<file path="src/rtl/ir_pkg.sv">
// Shared types and constants for the IR key scheduler.
// The REPEAT_FILTER_EN macro (used by ir_key_scheduler) enables auto-repeat suppression.
package ir_pkg;

  localparam int unsigned KEY_W       = 8;
  localparam int unsigned HOLD_W      = 16;
  localparam int unsigned DEPTH_DEF   = 4;
  localparam int unsigned HOLDOFF_DEF = 1000;

  typedef enum logic {
    IDLE = 1'b0,
    HOLD = 1'b1
  } ingress_state_t;

endpackage

</file>
<file path="src/rtl/ir_key_fifo.sv">
// Show-ahead key FIFO with a registered head word and registered status flags.
module ir_key_fifo
  import ir_pkg::*;
#(
  parameter int unsigned DEPTH = DEPTH_DEF
) (
  input  logic                     Clock,
  input  logic                     Reset_n,
  input  logic                     push,
  input  logic                     pop,
  input  logic [KEY_W-1:0]         din,
  output logic [KEY_W-1:0]         dout,
  output logic                     full,
  output logic                     empty,
  output logic                     valid,
  output logic [$clog2(DEPTH):0]   count
);

  localparam int unsigned PTR_W = $clog2(DEPTH);
  localparam int unsigned CNT_W = PTR_W + 1;

  logic [KEY_W-1:0] mem [DEPTH];
  logic [PTR_W-1:0] rd_ptr, wr_ptr, rd_next, wr_next;
  logic [CNT_W-1:0] cnt_next;
  logic [KEY_W-1:0] head_next;
  logic             do_push, do_pop;

  // Next pointer/count state; the head bypasses memory when the new word lands at the next read slot.
  always_comb begin
    do_push   = push & ~full;
    do_pop    = pop & valid;
    rd_next   = rd_ptr + PTR_W'(do_pop);
    wr_next   = wr_ptr + PTR_W'(do_push);
    cnt_next  = count + CNT_W'(do_push) - CNT_W'(do_pop);
    head_next = mem[rd_next];
    if (do_push && (wr_ptr == rd_next)) begin
      head_next = din;
    end
  end

  always_ff @(posedge Clock or negedge Reset_n) begin
    if (!Reset_n) begin
      for (int i = 0; i < int'(DEPTH); i++) begin
        mem[i] <= '0;
      end
      rd_ptr <= '0;
      wr_ptr <= '0;
      count  <= '0;
      dout   <= '0;
      valid  <= 1'b0;
      empty  <= 1'b1;
      full   <= 1'b0;
    end else begin
      if (do_push) begin
        mem[wr_ptr] <= din;
      end
      rd_ptr <= rd_next;
      wr_ptr <= wr_next;
      count  <= cnt_next;
      dout   <= head_next;
      valid  <= (cnt_next != '0);
      empty  <= (cnt_next == '0);
      full   <= (cnt_next == CNT_W'(DEPTH));
    end
  end

endmodule

</file>
<file path="src/rtl/ir_key_scheduler.sv">
// Ingress edge detection, optional auto-repeat filter (REPEAT_FILTER_EN) and key queueing.
// Macro REPEAT_FILTER_EN: when undefined the holdoff counter and last-key register are not built.
module ir_key_scheduler
  import ir_pkg::*;
#(
  parameter int unsigned DEPTH   = DEPTH_DEF,
  parameter int unsigned HOLDOFF = HOLDOFF_DEF
) (
  input  logic                   Clock,
  input  logic                   Reset_n,
  input  logic [KEY_W-1:0]       Key_in,
  input  logic                   Key_ready,
  output logic [KEY_W-1:0]       Key_out,
  output logic                   Key_valid,
  input  logic                   Key_ack,
  output logic [$clog2(DEPTH):0] Count,
  output logic                   Overflow,
  input  logic                   Overflow_clr
);

  if (DEPTH < 2 || DEPTH > 16 || (DEPTH & (DEPTH - 1)) != 0) begin : g_bad_depth
    $error("ir_key_scheduler: DEPTH must be a power of two in 2..16");
  end
  if (HOLDOFF < 1 || HOLDOFF > 65535) begin : g_bad_holdoff
    $error("ir_key_scheduler: HOLDOFF must be in 1..65535");
  end

  ingress_state_t state_q, state_d;
  logic           eval;
  logic           reject;
  logic           accept;
  logic           fifo_full;
  logic           fifo_empty;

  always_ff @(posedge Clock or negedge Reset_n) begin
    if (!Reset_n) state_q <= IDLE;
    else          state_q <= state_d;
  end

  // One evaluation per Ready pulse: evaluate on entry, then wait for Ready to drop.
  always_comb begin
    state_d = state_q;
    eval    = 1'b0;
    case (state_q)
      IDLE: begin
        if (Key_ready) begin
          eval    = 1'b1;
          state_d = HOLD;
        end
      end
      HOLD: begin
        if (!Key_ready) state_d = IDLE;
      end
      default: state_d = IDLE;
    endcase
  end

`ifdef REPEAT_FILTER_EN
  logic [KEY_W-1:0]  last_key_q;
  logic [HOLD_W-1:0] holdoff_q;

  // Every evaluation restarts the window, so a held-down key stays suppressed.
  always_ff @(posedge Clock or negedge Reset_n) begin
    if (!Reset_n) begin
      last_key_q <= '0;
      holdoff_q  <= '0;
    end else if (eval) begin
      last_key_q <= Key_in;
      holdoff_q  <= HOLD_W'(HOLDOFF);
    end else if (holdoff_q != '0) begin
      holdoff_q  <= holdoff_q - HOLD_W'(1);
    end
  end

  assign reject = (Key_in == last_key_q) && (holdoff_q != '0);
`else
  assign reject = 1'b0;
`endif

  assign accept = eval & ~reject;

  // Drop on a full queue is judged on pre-pop occupancy; a drop outranks a clear.
  always_ff @(posedge Clock or negedge Reset_n) begin
    if (!Reset_n) begin
      Overflow <= 1'b0;
    end else if (accept && fifo_full) begin
      Overflow <= 1'b1;
    end else if (Overflow_clr) begin
      Overflow <= 1'b0;
    end
  end

  ir_key_fifo #(
    .DEPTH (DEPTH)
  ) u_fifo (
    .Clock   (Clock),
    .Reset_n (Reset_n),
    .push    (accept),
    .pop     (Key_ack),
    .din     (Key_in),
    .dout    (Key_out),
    .full    (fifo_full),
    .empty   (fifo_empty),
    .valid   (Key_valid),
    .count   (Count)
  );

  logic unused_empty;
  assign unused_empty = fifo_empty;

endmodule

</file>
<file path="config.mk">
export PLATFORM = sky130hd
export DESIGN_NAME = ir_key_scheduler
export DESIGN_NICKNAME = d
export VERILOG_FILES = /design/src/rtl/ir_pkg.sv /design/src/rtl/ir_key_fifo.sv /design/src/rtl/ir_key_scheduler.sv
export SDC_FILE = /design/constraint.sdc
export NUM_CORES = 1
export LEC_CHECK = 0
export CORE_UTILIZATION = 50
export DETAILED_ROUTE_END_ITERATION = 7
export PLACE_DENSITY = 0.71
export SYNTH_ARGS = -nofsm -noshare
export SYNTH_HDL_FRONTEND = slang
export SYNTH_SLANG_ARGS = --single-unit
</file>
<file path="constraint.sdc">
create_clock -name Clock -period 2.25 [get_ports Clock]
set_input_delay 0.45 -clock Clock [delete_from_list [all_inputs] [get_ports Clock]]
set_output_delay 0.45 -clock Clock [all_outputs]
set_load 0.02 [all_outputs]
</file>
==> results.toml, run 1 <==
[outcome]
outcome = "finished, final reports clean"

[grt]
antenna_found_initial = 0
grt_max_degree = 28
grt_pass1_wl_um = 8460
grt_usage_pct = 22.0
gr-total-overflow = 0
grt_pass1_vias = 1777

[die]
die-area_mm2 = 0.00511
die_w_um = 71.5
core_area_mm2 = 0.00450
start_util_pct = 53.6
rows = 24
ioPinCount = 26
die_h_um = 71.5

[cells_and_area]
seq_area_mm2 = 0.00128
layout-area-overhead-vs-synth_pct = 25.5
final_core_util_pct = 67.3
multiInputGateArea_mm2 = 0.00108
drive_gt1_share_pct = 35.6
final_nets = 256
finalNonFillerCells = 291
final_area_mm2 = 0.00303
nFillCells = 345
diodes = 0

[sta]
finalCritPeriodShare_pct = 98.0
tightest_slew_ns = 0.675
period_needed_ns = 2.20
slew_headroom_pct = 55.0
maxSlewViolCount = 0
rsz0062_at_grt = "yes"
setup-tns-final_ns = 0
skew_ns = 0.0112
clock.fmax_mhz = 454
finalHoldViolCount = 0
setup_viol = 0

[run]
cap_violations = 0

[placement]
place_hpwl_um = 3690
gp_congestion = 0.830
placed_cells = 282
numPortBuffers = 25
post_dp_cell_area_mm2 = 0.00290

[yosys]
syn-cell-area_mm2 = 0.00241
yosysTopAreaCell = "dfrtp_1"
yosysTopAreaCellShare_pct = 52.8
avgSynthCellArea_um2 = 13.0
synth_cell_type_count = 33
synth_nets = 204
seq_area_frac_synth_pct = 52.8
synth.area.top_cells = "dfrtp_1 (53%), mux2_2 (15%), mux2i_1 (6.2%)"
ys_warn_count = 0
ys_ff_latch = 51
synth_cells = 186

[routing]
ant_nets = 0
drt_iter0_markers = 88
vias = 1629
wl_per_cell_um = 17.9
drc_errors = 0
wl_um = 5220
drt_pre_antenna_iters = 4
vias_per_cell = 5.60

[setup_path]
critPathLaunchType = "flop"
cp-end-kind = "flop"
cp_slowest_stage_delay_ns = 0.41
r2r_slack_ns = 0.05
rr_worst_depth = 9
rr_startpoint = "u_fifo.valid"
critPathKind = "flop to flop"
rr_endpoint = "u_fifo.valid"
path_max_fanout = 2
cp_data_required_time_ns = 2.44
critical_path_buf_inv_count = 2
critical_path_arrival_ns = 2.39
worst_path_max_delay_cell = "dfrtp_2"
crit_family = "adder cells"
crit_top_cell = "ha_4"
crit_chain = "and2_4 -> ha_4 -> inv_4 -> ha_4 -> fa_2 -> xnor2_2 -> xnor2_1 -> inv_1 -> or3_1"

[power_and_ir_drop]
finalPower_uw = 4740
leakage_uw = 0.00135
power_density_mw_per_mm2 = 1560
ir_worst_vdd_uv = 707

[clock_tree]
cts_max_level = 2
cts.sinks = 51
cts_hold_buf = 0
cts_buffer_depth = 2
tritoncts = "built"
clk_latency_ns = 0.31
cts_buffers = 5
path_clk_slew_ns = 0.10
cts_root_buffer = "clkbuf_8"

[worst_hold_path]
hold_class = "primary input to asynchronous set/reset pin"
-- timing repair --
action,CTS,global route
gates resized for setup,7,1
endpoints found under the setup margin,1,1
pin swaps,7,6
setup buffers,1,0
-- layer usage --
layer | track usage (%) | share of wire [%] | wire, µm
met5 | 0 | 0 | 0
met2 | 39.4 | 51 | 2680
met3 | 3.52 | 2.2 | 117
met1 | 27.1 | 44 | 2310
met4 | 8.06 | 2.2 | 114
-- cell type report --
| class | instances | area share [%] |
|---|---|---|
| clock inverters | 2 | 0.413 |
| flip-flops and latches | 51 | 42.2 |
| multi-input cells | 120 | 35.8 |
| clock buffers | 6 | 2.39 |
| repair buffers | 51 | 15.8 |
| inverters | 9 | 1.28 |
| well taps | 52 | 2.15 |
-- state kept, by name, summed over array words and instances, names as in the netlist --
name / cells
u_fifo.valid: 1
Overflow: 1
u_fifo.count: 3
u_fifo.mem: 32
u_fifo.dout: 8
u_fifo.wr_ptr: 2
u_fifo.full: 1
u_fifo.rd_ptr: 2
state_q: 1
-- how the worst max path moves through the flow --
| stage | from | endpoint | slack, ns | cells after the start |
|---|---|---|---|---|
| floorplan | Key_ack | u_fifo.valid | 0.04 | 9 |
| global placement | Key_ack | u_fifo.valid | -0.41 | 10 |
| detailed placement | Key_ack | u_fifo.valid | -0.53 | 10 |
| CTS | u_fifo.valid | u_fifo.valid | -0.02 | 9 |
| global route | u_fifo.valid | u_fifo.valid | -0.04 | 9 |
| finish | u_fifo.valid | u_fifo.valid | 0.05 | 9 |
-- cell usage in the layout, fill, tap and decap left out, drive strengths merged --
| cell | count |
|---|---|
| nand3b | 1 |
| ha | 4 |
| xor2 | 1 |
| nor2 | 2 |
| buf | 27 |
| nand2 | 14 |
| a21oi | 15 |
| a211o | 1 |
| a211oi | 1 |
| or3b | 1 |
| fa | 1 |
| or3 | 1 |
| a221o | 1 |
| nor3 | 3 |
| inv | 9 |
| mux2 | 32 |
| clkbuf | 6 |
| clkdlybuf4s50 | 22 |
| clkinv | 1 |
| clkinvlp | 1 |
| a2bb2oi | 1 |
| o211ai | 14 |
| dfrtp | 51 |
| o21ai | 1 |
| and2 | 2 |
| dlygate4sd2 | 1 |
| mux2i | 15 |
| dlymetal6s2s | 1 |
| nand3 | 4 |
| xnor2 | 4 |
| nor2b | 1 |
-- synth_stat cells (all sizes together) --
library cell  number
a211oi             1
nand3b             1
dfrtp             51
nor2b              1
mux2              32
fa                 1
o21ai              1
nor3               3
a21oi             15
or3b               1
nand2             14
buf                6
xnor2              4
and2               2
mux2i             15
a2bb2oi            1
o211ai            14
xor2               1
a221o              1
or3                1
ha                 4
nand3              4
inv                9
nor2               2
a211o              1
-- through the flow --
| stage | worst slack, ns | hold WS, ns |
|---|---|---|
| floorplan | 0.0358 | 0.154 |
| global placement | -0.406 | 0.486 |
| detailed placement | -0.528 | 0.489 |
| CTS | -0.0190 | 0.184 |
| global route | -0.0418 | 0.204 |
| finish | 0.0455 | 0.166 |
-- cell families (layout without fill, tap and decap cells) --
kind of cell             after synthesis  count (layout)  synth area share, %
AO/OA/AOI/OAI                         34              34                 9.38
XOR/XNOR                               5               5                 2.44
adder cells (fa/ha/maj)                5               5                 2.90
buffers and inverters                 15              68                 3.78
flip-flops                            51              51                 52.8
multiplexers                          47              47                 21.1
AND/OR/NAND/NOR                       29              29                 7.51
-- power breakdown --
| part | internal (µW) | leakage [µW] | switching [µW] |
|---|---|---|---|
| combinational | 1340 | 0.000696 | 1270 |
| sequential | 1360 | 0.000617 | 243 |
| clock | 218 | 0.0000412 | 303 |
| total | 2920 | 0.00135 | 1820 |
(Power assumes the default switching activity.)
==> run 2: changes to the inputs <==
--- a/config.mk
+++ b/config.mk
@@ -5,9 +5,11 @@
 export SDC_FILE = /design/constraint.sdc
 export NUM_CORES = 1
 export LEC_CHECK = 0
+export CORE_MARGIN = 5
 export CORE_UTILIZATION = 50
 export DETAILED_ROUTE_END_ITERATION = 7
 export PLACE_DENSITY = 0.71
+export SLEW_MARGIN = 20
 export SYNTH_ARGS = -nofsm -noshare
 export SYNTH_HDL_FRONTEND = slang
 export SYNTH_SLANG_ARGS = --single-unit
==> run 2 against run 1 <==
Fmax down 1.4%; routed wire length rose by 3.2%; clock skew up 0.0038 ns; largest cell class unchanged; critical endpoint unchanged; critical path depth unchanged; final area rose by 1.7%.
==> results.toml, run 2 (same netlist as run 1, synthesis figures left out) <==
[routing]
vias_per_cell = 5.60
wl_per_cell_um = 18.1
routed-wl-met3_um = 249
top_layer = "met4"
vias = 1662
drt_iter0_markers = 104
drt_pre_antenna_iters = 4
ant_nets = 0
wl_um = 5390
met2_length_um = 2760
wl_met1_um = 2330
drc_errors = 0

[clock_tree]
cts.sinks = 51
cts_max_level = 2
cts_root_buffer = "clkbuf_8"
cts_buffers = 5
tritoncts = "built"
path_clk_slew_ns = 0.10
clk_latency_ns = 0.31
cts_buffer_depth = 2

[cells_and_area]
diodes = 0
largest_reg_flops = 32
nFillCells = 331
largestRegisters = "u_fifo.mem (32), u_fifo.dout (8), u_fifo.count (3)"
final_cell_mix = "dfrtp_1 (50), mux2_2 (32), buf_4 (27), clkdlybuf4s50_1 (22)"
multiInputGateArea_mm2 = 0.00109
largest-register = "u_fifo.mem"
layout_commonest_cell = "dfrtp_1"
finalNonFillerCells = 297
final_nets = 260
drive_gt1_share_pct = 37.9
layout-area-overhead-vs-synth_pct = 27.7
seq_area_mm2 = 0.00128

[outcome]
outcome = "finished, final reports clean"

[die]
die_h_um = 79.5
rows = 25
core_area_mm2 = 0.00469
start_util_pct = 51.5
die_w_um = 79.5
die-area_mm2 = 0.00632
ioPinCount = 26

[grt]
gr-total-overflow = 0
grt_pass1_vias = 1831
antenna_found_initial = 0
grt_max_degree = 28
grt_pass1_wl_um = 8990
grt_usage_pct = 18.7

[sta]
setup_slack_ns = 0.0133
maxSlewViolCount = 0
finalCritPeriodShare_pct = 99.4
setup-tns-final_ns = 0
skew_ns = 0.0149
finalHoldViolCount = 0
rsz0062_at_grt = "yes"
period_needed_ns = 2.24
tightest_slew_ns = 0.599
slew_headroom_pct = 60.1
clock.fmax_mhz = 447
setup_viol = 0

[setup_path]
critPathKind = "flop to flop"
critical_path_arrival_ns = 2.42
cp_data_required_time_ns = 2.44
critPathLaunchType = "flop"
cp-end-kind = "flop"
path_max_fanout = 2

[placement]
place_hpwl_um = 3840
gp_congestion = 0.835
placed_cells = 285
place_ws_ns = -0.549
numPortBuffers = 25

[run]
cap_violations = 0

[power_and_ir_drop]
ir_worst_vdd_uv = 667
leakage_uw = 0.00139
power_density_mw_per_mm2 = 1650

[worst_hold_path]
hold_class = "primary input to asynchronous set/reset pin"
-- run 2: cell count changes in the layout (fill, tap and decap cells not counted), sizes merged --
cell      before  now
clkinvlp       1    0
bufinv         0    1
buf           27   31
-- run 2: timing repair --
action	4_1_cts	5_1_grt
resized for setup	7	4
setup endpoints to repair	2	2
setup buffers	3	1
hold buffers	0	0
pin swaps	6	4
-- run 2: routing by layer --
| layer | track usage [%] | vias up |
|---|---|---|
| li1 | - | 781 |
| met3 | 3.84 | 4 |
| met4 | 5.15 | 0 |
| met5 | 0 | - |
| met1 | 23.3 | 840 |
| met2 | 32.9 | 37 |
-- run 2: critical path: stages (launching register included) --
cell     delay, ns
dfrtp_2       0.41
and2_4        0.15
ha_4          0.25
inv_2         0.04
ha_4          0.15
fa_2          0.35
xnor2_2       0.22
xnor2_2       0.16
inv_2         0.06
or3_1         0.31
-- run 2: worst paths after layout --
path | startpoint | endpoint | slack (ns) | depth (start not counted)
worst max register to register | u_fifo.valid | u_fifo.valid | 0.01 | 9
min in group Clock | Key_ready | state_q | 0.40 | 2
worst min-delay path | Reset_n | u_fifo.dout[4] | 0.14 | 1
worst max-delay path | u_fifo.valid | u_fifo.valid | 0.01 | 9
worst min register to register | u_fifo.mem[11] | u_fifo.mem[11] | 0.51 | 1
max in group asynchronous | Reset_n | u_fifo.mem[5] | 1.55 | 2
-- run 2: cell type report --
type | count | area share (%)
Tap cell | 54 | 2.19
Clock inverter | 2 | 1.14
Timing Repair Buffer | 55 | 15.9
Multi-Input combinational cell | 120 | 35.4
Inverter | 9 | 1.18
Sequential cell | 51 | 41.4
Clock buffer | 6 | 2.68
-- run 2: power by group --
| group | switching, µW | internal, µW |
|---|---|---|
| logic | 1330 | 1460 |
| clock network | 306 | 360 |
| registers | 251 | 1360 |
| total | 1890 | 3180 |
-- run 2: through the flow --
stage / area, µm² / utilization (%) / total power, µW / hold WS (ns)
after floorplan: 2420 / - / 3300 / 0.154
after global placement: 2890 / 61.5 / 3980 / 0.465
after detailed placement: 2890 / 61.5 / 4140 / 0.495
after CTS: 3060 / 65.3 / 5010 / 0.166
after global routing: 3080 / 65.7 / 5420 / 0.178
final: 3080 / 65.7 / 5070 / 0.141
==> run 3: changes to the inputs <==
--- a/config.mk
+++ b/config.mk
@@ -5,8 +5,10 @@
 export SDC_FILE = /design/constraint.sdc
 export NUM_CORES = 1
 export LEC_CHECK = 0
+export CELL_PAD_IN_SITES_DETAIL_PLACEMENT = 2
+export CELL_PAD_IN_SITES_GLOBAL_PLACEMENT = 2
 export CORE_MARGIN = 5
-export CORE_UTILIZATION = 50
+export CORE_UTILIZATION = 35
 export DETAILED_ROUTE_END_ITERATION = 7
 export PLACE_DENSITY = 0.71
 export SLEW_MARGIN = 20
==> run 3 against run 2 <==
The run now ends with negative setup slack left; core utilization decreased by 21 points; hold slack improved by 0.019 ns; largest power group unchanged; count of clock-buffer cells in the layout increased by 1; critical path depth unchanged; flip-flop and latch count unchanged.
==> results.toml, run 3 (same netlist as run 1, synthesis figures left out) <==
[outcome]
outcome = "complete, but fails checks"
violations = "negative setup slack"

[sta]
clock.fmax_mhz = 441
finalCritPeriodShare_pct = 101
tightest_slew_ns = 0.647
slew_headroom_pct = 56.9
setup_viol = 1
finalHoldViolCount = 0
skew_ns = 0.00623
period_needed_ns = 2.27
setup_slack_ns = -0.0159
maxSlewViolCount = 0
holdWs_ns = 0.160
rsz0062_at_grt = "yes"

[setup_path]
critical_path_arrival_ns = 2.44
critPathLaunchType = "flop"
cp_data_required_time_ns = 2.43
critPathKind = "flop to flop"
cp-end-kind = "flop"
path_max_fanout = 2

[run]
cap_violations = 0

[die]
die-area_mm2 = 0.00866
core_area_mm2 = 0.00676
start_util_pct = 35.7
ioPinCount = 26
die_w_um = 93.1
die_h_um = 93.1
rows = 30

[grt]
grt_usage_pct = 16.1
grt_pass1_vias = 2009
grt_max_degree = 28
antenna_found_initial = 0
grt_pass1_wl_um = 10700
gr-total-overflow = 0

[placement]
placed_cells = 309
numPortBuffers = 25
gp_congestion = 0.768
place_hpwl_um = 4900

[clock_tree]
cts_buffer_depth = 2
clk_latency_ns = 0.30
path_clk_slew_ns = 0.09
cts_root_buffer = "clkbuf_8"
cts_buffers = 5
cts.sinks = 51
cts_max_level = 2
tritoncts = "built"

[cells_and_area]
largest_reg_flops = 32
largestRegisters = "u_fifo.mem (32), u_fifo.dout (8), u_fifo.count (3)"
final_core_util_pct = 45.0
diodes = 0
layout_commonest_cell = "dfrtp_1"
largest-register = "u_fifo.mem"
layout-area-overhead-vs-synth_pct = 25.8
drive_gt1_share_pct = 35.6
finalNonFillerCells = 319
final_cell_mix = "dfrtp_1 (50), mux2_2 (32), buf_4 (25), clkdlybuf4s50_1 (22)"
final_nets = 256

[routing]
drc_errors = 0
drt_pre_antenna_iters = 3
wl_um = 6360
vias = 1673
drt_iter0_markers = 35
wl_per_cell_um = 19.9
vias_per_cell = 5.24
ant_nets = 0

[power_and_ir_drop]
ir_worst_vdd_uv = 449
power_density_mw_per_mm2 = 1610
leakage_uw = 0.00134
finalPower_uw = 4900

[worst_hold_path]
hold_class = "primary input to asynchronous set/reset pin"
run 3: worst paths after layout:
check,startpoint,end,slack (ns),cells after the start
setup reg to reg,u_fifo.valid,u_fifo.valid,-0.02,9
hold / removal,Reset_n,u_fifo.mem[3],0.16,1
setup / recovery,u_fifo.valid,u_fifo.valid,-0.02,9
min in group Clock,Key_ready,state_q,0.42,1
max in group asynchronous,Reset_n,u_fifo.valid,1.52,2
hold reg to reg,u_fifo.mem[11],u_fifo.mem[11],0.52,1
run 3: where the power goes:
group	internal, µW	total, µW	switching [µW]
registers	1360	1640	276
logic	1390	2740	1350
clock network	219	517	298
run 3: area by class of cell:
type / instances / area, µm²
clock buffer: 7 / 76.3
fill: 693 / 3720
multi-input combinational: 120 / 1090
tap: 80 / 100
sequential: 51 / 1280
inverter: 9 / 36.3
timing repair buffer: 51 / 450
clock inverter: 1 / 5.00
run 3: stage by stage:
step                setup slack (ns)  TNS, ns  cell area (µm²)
global route                  -0.112   -0.112             3040
CTS                          -0.0638  -0.0638             3030
global placement              -0.406    -2.32             2900
detailed placement            -0.598    -4.75             2900
floorplan                     0.0358        0             2420
finish                       -0.0159  -0.0159             3040
run 3: repair_timing:
item | 4_1_cts | 5_1_grt
hold buffers | 0 | 0
buffers inserted | 1 | 1
endpoints found under the setup margin | 2 | 1
cloned | 0 | 0
pin swaps | 7 | 5
resized for setup | 8 | 0
run 3: worst max-delay path, cell delays in order, from the launching register on:
cell and delay [ns]:
dfrtp_2 0.41, and2_4 0.15, ha_4 0.26, inv_2 0.04, ha_4 0.15, fa_2 0.35, xnor2_2 0.21, xnor2_2 0.15
inv_1 0.07, or3_1 0.35
run 3: routing by layer:
layer  global-route usage, %  wire length (µm)
met5                       0                 0
met4                    3.66                62
met3                    2.82               104
met2                    31.0              3610
met1                    18.3              2580
